--- config.mk ---
export PLATFORM = sky130hd
export DESIGN_NAME = spi_master
export DESIGN_NICKNAME = d
export VERILOG_FILES = /design/src/rtl/spi_master.sv
export SDC_FILE = /design/constraint.sdc
export NUM_CORES = 1
export LEC_CHECK = 0
export ABC_AREA = 1
export CAP_MARGIN = 20
export CORE_MARGIN = 2
export CORE_UTILIZATION = 38
export CTS_CLUSTER_DIAMETER = 80
export DETAILED_ROUTE_END_ITERATION = 16
export PLACE_DENSITY = 0.56
export SLEW_MARGIN = 20
export SYNTH_ARGS = -nofsm -noshare
export SYNTH_HDL_FRONTEND = slang
export SYNTH_SLANG_ARGS = --single-unit
--- constraint.sdc ---
create_clock -name clk -period 4.2 [get_ports clk]
set_clock_uncertainty 0.1 [all_clocks]
set_input_delay 1.26 -clock clk [delete_from_list [all_inputs] [get_ports clk]]
set_output_delay 1.26 -clock clk [all_outputs]
set_load 0.02 [all_outputs]
--- src/rtl/spi_master.sv ---
// SPI mode-0 master: one WIDTH-bit full-duplex word per transaction, MSB first,
// with programmable chip-select setup, hold and inter-transfer gap.
module spi_master #(
  parameter int WIDTH    = 8,  // must be >= 2
  parameter int CLK_DIV  = 4,
  parameter int CS_SETUP = 2,
  parameter int CS_HOLD  = 2,
  parameter int CS_GAP   = 2
) (
  input  logic             clk,
  input  logic             rst,
  input  logic             start,
  input  logic [WIDTH-1:0] tx_data,
  output logic             busy,
  output logic             done,
  output logic [WIDTH-1:0] rx_data,
  output logic             sclk,
  output logic             mosi,
  input  logic             miso,
  output logic             ce0
);

  function automatic int max2(input int a, input int b);
    return (a > b) ? a : b;
  endfunction

  localparam int CMAX = max2(max2(CLK_DIV, CS_SETUP), max2(CS_HOLD, CS_GAP));
  localparam int CW   = (CMAX > 1) ? $clog2(CMAX + 1) : 1;
  localparam int BW   = (WIDTH > 1) ? $clog2(WIDTH) : 1;

  typedef enum logic [2:0] {IDLE, SETUP, LOW, HIGH, HOLD, GAP} state_t;

  state_t           state, state_next;
  logic [CW-1:0]    cnt, cnt_next, phase_len_m1;
  logic [BW-1:0]    bit_cnt;
  logic [WIDTH-1:0] tx_sh, rx_sh;
  logic             phase_end, last_bit;

  // NOTE: every always_comb output gets a default first so no path can infer a latch.
  always_comb begin
    state_next   = state;
    cnt_next     = cnt;
    phase_len_m1 = '0;
    case (state)
      SETUP:   phase_len_m1 = CW'(CS_SETUP - 1);
      LOW:     phase_len_m1 = CW'(CLK_DIV - 1);
      HIGH:    phase_len_m1 = CW'(CLK_DIV - 1);
      HOLD:    phase_len_m1 = CW'(CS_HOLD - 1);
      GAP:     phase_len_m1 = CW'(CS_GAP - 1);
      default: phase_len_m1 = '0;
    endcase
    phase_end = (cnt == phase_len_m1);
    last_bit  = (bit_cnt == BW'(WIDTH - 1));

    if (state == IDLE) begin
      cnt_next = '0;
      if (start) state_next = SETUP;
    end else if (phase_end) begin
      cnt_next = '0;
      case (state)
        SETUP:   state_next = LOW;
        LOW:     state_next = HIGH;
        HIGH:    state_next = last_bit ? HOLD : LOW;
        HOLD:    state_next = GAP;
        GAP:     state_next = IDLE;
        default: state_next = IDLE;
      endcase
    end else begin
      cnt_next = cnt + CW'(1);
    end
  end

  // NOTE: sequential state uses non-blocking assignments so every register sees pre-edge values.
  always_ff @(posedge clk or negedge rst) begin
    if (!rst) begin
      state <= IDLE;
      cnt   <= '0;
    end else begin
      state <= state_next;
      cnt   <= cnt_next;
    end
  end

  always_ff @(posedge clk or negedge rst) begin
    if (!rst) begin
      busy    <= 1'b0;
      done    <= 1'b0;
      rx_data <= '0;
      sclk    <= 1'b0;
      mosi    <= 1'b0;
      ce0     <= 1'b1;
      bit_cnt <= '0;
      tx_sh   <= '0;
      rx_sh   <= '0;
    end else begin
      done <= 1'b0;
      case (state)
        IDLE: if (start) begin
          tx_sh   <= tx_data;
          mosi    <= tx_data[WIDTH-1];
          ce0     <= 1'b0;
          busy    <= 1'b1;
          bit_cnt <= '0;
        end
        LOW: if (phase_end) begin
          // miso is captured on the same edge that raises sclk
          sclk  <= 1'b1;
          rx_sh <= {rx_sh[WIDTH-2:0], miso};
        end
        HIGH: if (phase_end) begin
          sclk <= 1'b0;
          if (last_bit) begin
            bit_cnt <= '0;
          end else begin
            bit_cnt <= bit_cnt + BW'(1);
            mosi    <= tx_sh[WIDTH-2];
            tx_sh   <= {tx_sh[WIDTH-2:0], 1'b0};
          end
        end
        HOLD: if (phase_end) begin
          ce0     <= 1'b1;
          mosi    <= 1'b0;
          rx_data <= rx_sh;
          done    <= 1'b1;
        end
        GAP: if (phase_end) busy <= 1'b0;
        default: ;
      endcase
    end
  end

endmodule

; Yosys cells after proc, flatten, opt, wreduce, memory -nomap -nowiden
; Cells that the tools add are included.
; Widths: inputs -> output; s select.
[word_totals]
in_bits = 12
regBits = 37
wordCells = 73
output_inout_bits = 13
[op_classes]
add_sub_neg = 2
eq_ne = 13
mux = 29
reduce_logical = 18
[op_table]
columns = operator, count
row1 = $mux 3, 9
row2 = $mux 7, 3
row3 = $pmux 7 s2, 1
row4 = $ne 2x2->1 const B, 6
row5 = $pmux 3 s4, 1
row6 = $reduce_and 3->1, 4
row7 = $reduce_bool 2->1, 5
row8 = $eq 3x3->1 const B, 3
row9 = $mux 1, 9
row10 = $add 3x1->3 const B, 2
row11 = $eq 3x2->1 const B, 2
row12 = $pmux 1 s2, 3
row13 = $pmux 3 s2, 1
row14 = $reduce_and 2->1, 3
row15 = $reduce_and 5->1, 1
row16 = $pmux 2 s2, 1
row17 = $reduce_and 4->1, 1
row18 = $eq 3x1->1 const B, 1
row19 = $eq 3x3->1, 1
row20 = $logic_not 3->1, 1
row21 = $pmux 1 s3, 1
row22 = $reduce_bool 3->1, 1
row23 = $reduce_or 3->1, 1
row24 = $reduce_or 2->1, 1

; Depth between registers and ports, before layout
[logic_depth]
ltp_word = 6
mapped_depth = 11
ltp_nobuf = 10

; Worst setup path after synthesis
; No wires, ideal clock.
[synth_timing]
path_kind = input-to-reg
start = input port start
end = register tx_sh[1]
path_buffers = 0
cell_stages = 5
t_required_ps = 3983
setup_slack_ps = 2110
setup_time_ps = 117
arrival_time_ps = 1873
cell_sequence = nand3_1 o21ai_4 nand2_4 nand2_1 nand2_1
[synth_between]
elab_chain_len = 2
[synth_lines]
columns = element, line
row1 = start: declaration, 12  ; input logic start,
row2 = $ne 2x2->1 (no source line), -
row3 = $reduce_and 4->1 (no source line), -
row4 = end signal: assignment, 99  ; tx_sh <= tx_data;
row5 = end signal: assignment, 117  ; tx_sh <= {tx_sh[WIDTH-2:0], 1'b0};
row6 = end: declaration, 36  ; logic [WIDTH-1:0] tx_sh, rx_sh;
; Every way passes these cells.
; A chain may end at the register's enable or synchronous reset.

; Final worst setup path
[layout_timing]
start = register ce0
end = output port ce0
[layout_rtl]
columns = element, line
row1 = start: declaration, 20  ; output logic ce0
row2 = start signal: assignment, 91  ; ce0 <= 1'b1;
row3 = start signal: assignment, 101  ; ce0 <= 1'b0;
row4 = start signal: assignment, 121  ; ce0 <= 1'b1;
; No word-level cell between the ends.

==> impl_metrics.sql <==
INSERT INTO impl_metrics (metric_group, metric, value, unit) VALUES
('run_status', 'status', 'finished clean', ''),
('sta', 'layout_worst_path_cycle_share', '66.54', '%'),
('sta', 'tightest_slew', '0.9465', 'ns'),
('sta', 'setup_violations', '0', ''),
('die', 'std_cell_rows', '25', ''),
('critical_path', 'timing.critical_path.fanout_max', '2', ''),
('die', 'core_area', '0.004755', 'sq mm'),
('grt', 'global_routing_usage_summed_across_all_routing_layers', '14.25', '%'),
('yosys', 'async_reset_ff_share', '100.0', '%'),
('hold_path', 'worst_hold_path_type', 'reg2reg', ''),
('route', 'total_wire_length', '3388', 'um'),
('yosys', 'ys_ff_latch', '37', ''),
('critical_path', 'crit_buf_inv', '1', ''),
('critical_path', 'cp_data_arrival_time', '1.43', 'ns'),
('sta', 'unrepaired_setup_endpoints_after_global_routing', 'no', ''),
('sta', 'worst_relative_slew_slack', '36.90', '%'),
('clocking', 'cts-root-buf', 'sky130_fd_sc_hd__clkbuf_8', ''),
('power_and_ir_drop', 'power.ir.vdd_worst', '268.2', 'uV'),
('yosys', 'synth.lib_cells_used.distinct', '29', ''),
('clocking', 'worst_setup_hold_path_clk_slew', '0.08', 'ns'),
('critical_path', 'setup.worst_path.start', 'ce0', ''),
('yosys', 'synth.largest_area_cell', 'sky130_fd_sc_hd__dfrtp_1', ''),
('yosys', 'synthesis.yosys.warnings', '0', ''),
('sta', 'slew_violations', '0', ''),
('critical_path', 'crit_type', 'reg2out', ''),
('flow_run', 'max-cap-violations', '0', ''),
('power_and_ir_drop', 'p_leak', '1.162', 'nW'),
('yosys', 'synthCells', '222', ''),
('clocking', 'holdBufCountCts', '0', ''),
('route', 'drt.antenna.violating_nets', '0', ''),
('critical_path', 'critical-path-slowest-cell', 'sky130_fd_sc_hd__clkdlybuf4s50_1', ''),
('grt', 'grt_pass1_wl', '5982', 'um'),
('yosys', 'dominantRegCellSynth', 'sky130_fd_sc_hd__dfrtp_1', ''),
('critical_path', 'reg2reg_from', 'state[1]', ''),
('grt', 'largest_net_degree_at_the_start_of_global_routing', '38', ''),
('placed_design', 'port_buffers', '24', ''),
('sta', 'fin_worst_hold_slack', '0.3731', 'ns'),
('die', 'io-pin-count', '25', ''),
('grt', 'globalRouteOverflowTotal', '0', ''),
('sta', 'final.setup.worst_slack', '1.405', 'ns'),
('critical_path', 'crit_path_max_incr_delay', '0.61', 'ns'),
('clocking', 'post_cts_resized', '0', ''),
('route', 'avgRoutedWirePerCell', '10.69', 'um'),
('yosys', 'synth_top_cells_by_area', 'sky130_fd_sc_hd__dfrtp_1 48%, sky130_fd_sc_hd__nand2_1 18%, sky130_fd_sc_hd__nand3_1 5.3%', ''),
('sta', 'final_tns_setup', '0', 'ns'),
('grt', 'grt_pass1_vias', '1298', ''),
('route', 'detail_route.vias_per_cell', '4.438', ''),
('yosys', 'synthTopCellsByCount', '91 x sky130_fd_sc_hd__nand2_1, 36 x sky130_fd_sc_hd__dfrtp_1, 20 x sky130_fd_sc_hd__inv_1, 20 x sky130_fd_sc_hd__nand3_1, 11 x sky130_fd_sc_hd__nor2_1', ''),
('yosys', 'synth.net_count', '237', ''),
('clocking', 'postCtsSetupRepairBufs', '0', ''),
('layout', 'design.final.nets', '264', ''),
('grt', 'antenna_found_initial', '0', ''),
('yosys', 'synth_enable_flop_cells', '0', ''),
('die', 'dieArea', '0.005549', 'sq mm'),
('yosys', 'post-synth-top-count-cell', 'sky130_fd_sc_hd__nand2_1', ''),
('critical_path', 'worst_setup_path_end_kind', 'output port', ''),
('layout', 'areaGrowthSynthToFinish', '21.40', '%'),
('route', 'drt_first_pass_iters', '4', ''),
('yosys', 'syn_area', '0.001888', 'sq mm'),
('critical_path', 'cp.required', '2.84', 'ns'),
('route', 'initialDrtViolationCount', '70', ''),
('clocking', 'tritoncts.num_buffers', '5', ''),
('sta', 'min_period', '2.795', 'ns'),
('placed_design', 'hpwlAfterDp', '2391', 'um'),
('sta', 'fmax', '357.8', 'MHz'),
('layout', 'final_layout_size_suffix_gt1_share', '15.60', '%'),
('layout', 'diode_insertion_count_for_antenna_repair', '0', ''),
('clocking', 'clk-insertion-delay-late', '0.29', 'ns'),
('power_and_ir_drop', 'power_per_cell_area', '660.8', 'mW/mm^2'),
('critical_path', 'worst_setup_path_start_kind', 'flop', ''),
('route', 'remaining_drc_errors', '0', '');
-- sequential cells by signal, summed over array words and instances, names as in the netlist --
| name | cells |
|---|---|
| rx_sh | 8 |
| done | 1 |
| ce0 | 1 |
| mosi | 1 |
| sclk | 1 |
| tx_sh | 7 |
| busy | 1 |
| state | 3 |
| rx_data | 8 |
| bit_cnt | 3 |
| cnt | 3 |
-- layer usage --
layer,vias to the layer above,track usage [%],routed length (um)
met3,2,3.930,136
met1,638,20.70,1739
met5,-,0,0
li1,740,-,-
met2,27,20.26,1478
met4,0,5.357,34
-- through the flow --
step | std cells | power, mW | util (%) | area (sq um)
finish | 317 | 1.515 | 48.21 | 2292
global route | 317 | 1.649 | 48.21 | 2292
CTS | 317 | 1.537 | 48.21 | 2292
detailed placement | 309 | 1.210 | 45.68 | 2172
global placement | 309 | 1.207 | 45.68 | 2172
floorplan | 222 | 1.086 | - | 1888
-- cell families (layout without fill, tap and decap cells) --
family | Yosys count | in the layout | share of synthesized area [%]
and+or+nand+nor | 141 | 141 | 36.12
DFF | 37 | 37 | 49.11
buffers and inverters | 27 | 55 | 6.626
AOI/OAI and AO/OA | 13 | 13 | 5.699
adders and majority gates | 3 | 3 | 1.988
xor gates and xnor gates | 1 | 1 | 0.4640
-- path summary, 6_finish.rpt --
kind                                 end  slack (ns)  cells after the start
min in group asynchronous       rx_sh[7]        1.01                      1
worst max register to register  tx_sh[0]        2.14                      7
worst min register to register       ce0        0.37                      2
max in group asynchronous           sclk        2.41                      1
worst min-delay path                 ce0        0.37                      2
worst max-delay path                 ce0        1.41                      1
-- report_power, final --
group	internal [mW]	switching, mW	leakage [nW]
Combinational	0.228	0.425	0.630
Sequential	0.460	0.0796	0.474
Clock	0.193	0.129	0.0574
Total	0.881	0.634	1.16
-- cell usage in the layout, fill, tap and decap left out, types with 4 or more instances in the layout --
cell type,netlist,layout
sky130_fd_sc_hd__nand2_1,91,91
sky130_fd_sc_hd__dfrtp_1,36,36
sky130_fd_sc_hd__clkdlybuf4s50_1,0,23
sky130_fd_sc_hd__inv_1,20,20
sky130_fd_sc_hd__nand3_1,20,20
sky130_fd_sc_hd__nor2_1,11,11
sky130_fd_sc_hd__o21ai_2,8,8
sky130_fd_sc_hd__clkbuf_8,0,6
sky130_fd_sc_hd__nand2_2,4,4
-- final cells by class --
cell class                      count  area [sq um]
Fill cell                         505          2462
Sequential cell                    37         927.1
Multi-Input combinational cell    158         835.8
Timing Repair Buffer               24         235.2
Inverter                           23         90.09
Tap cell                           67         83.83
Clock buffer                        6         82.58
Clock inverter                      2         37.54
No activity file was read; power rests on OpenSTA's default activity.
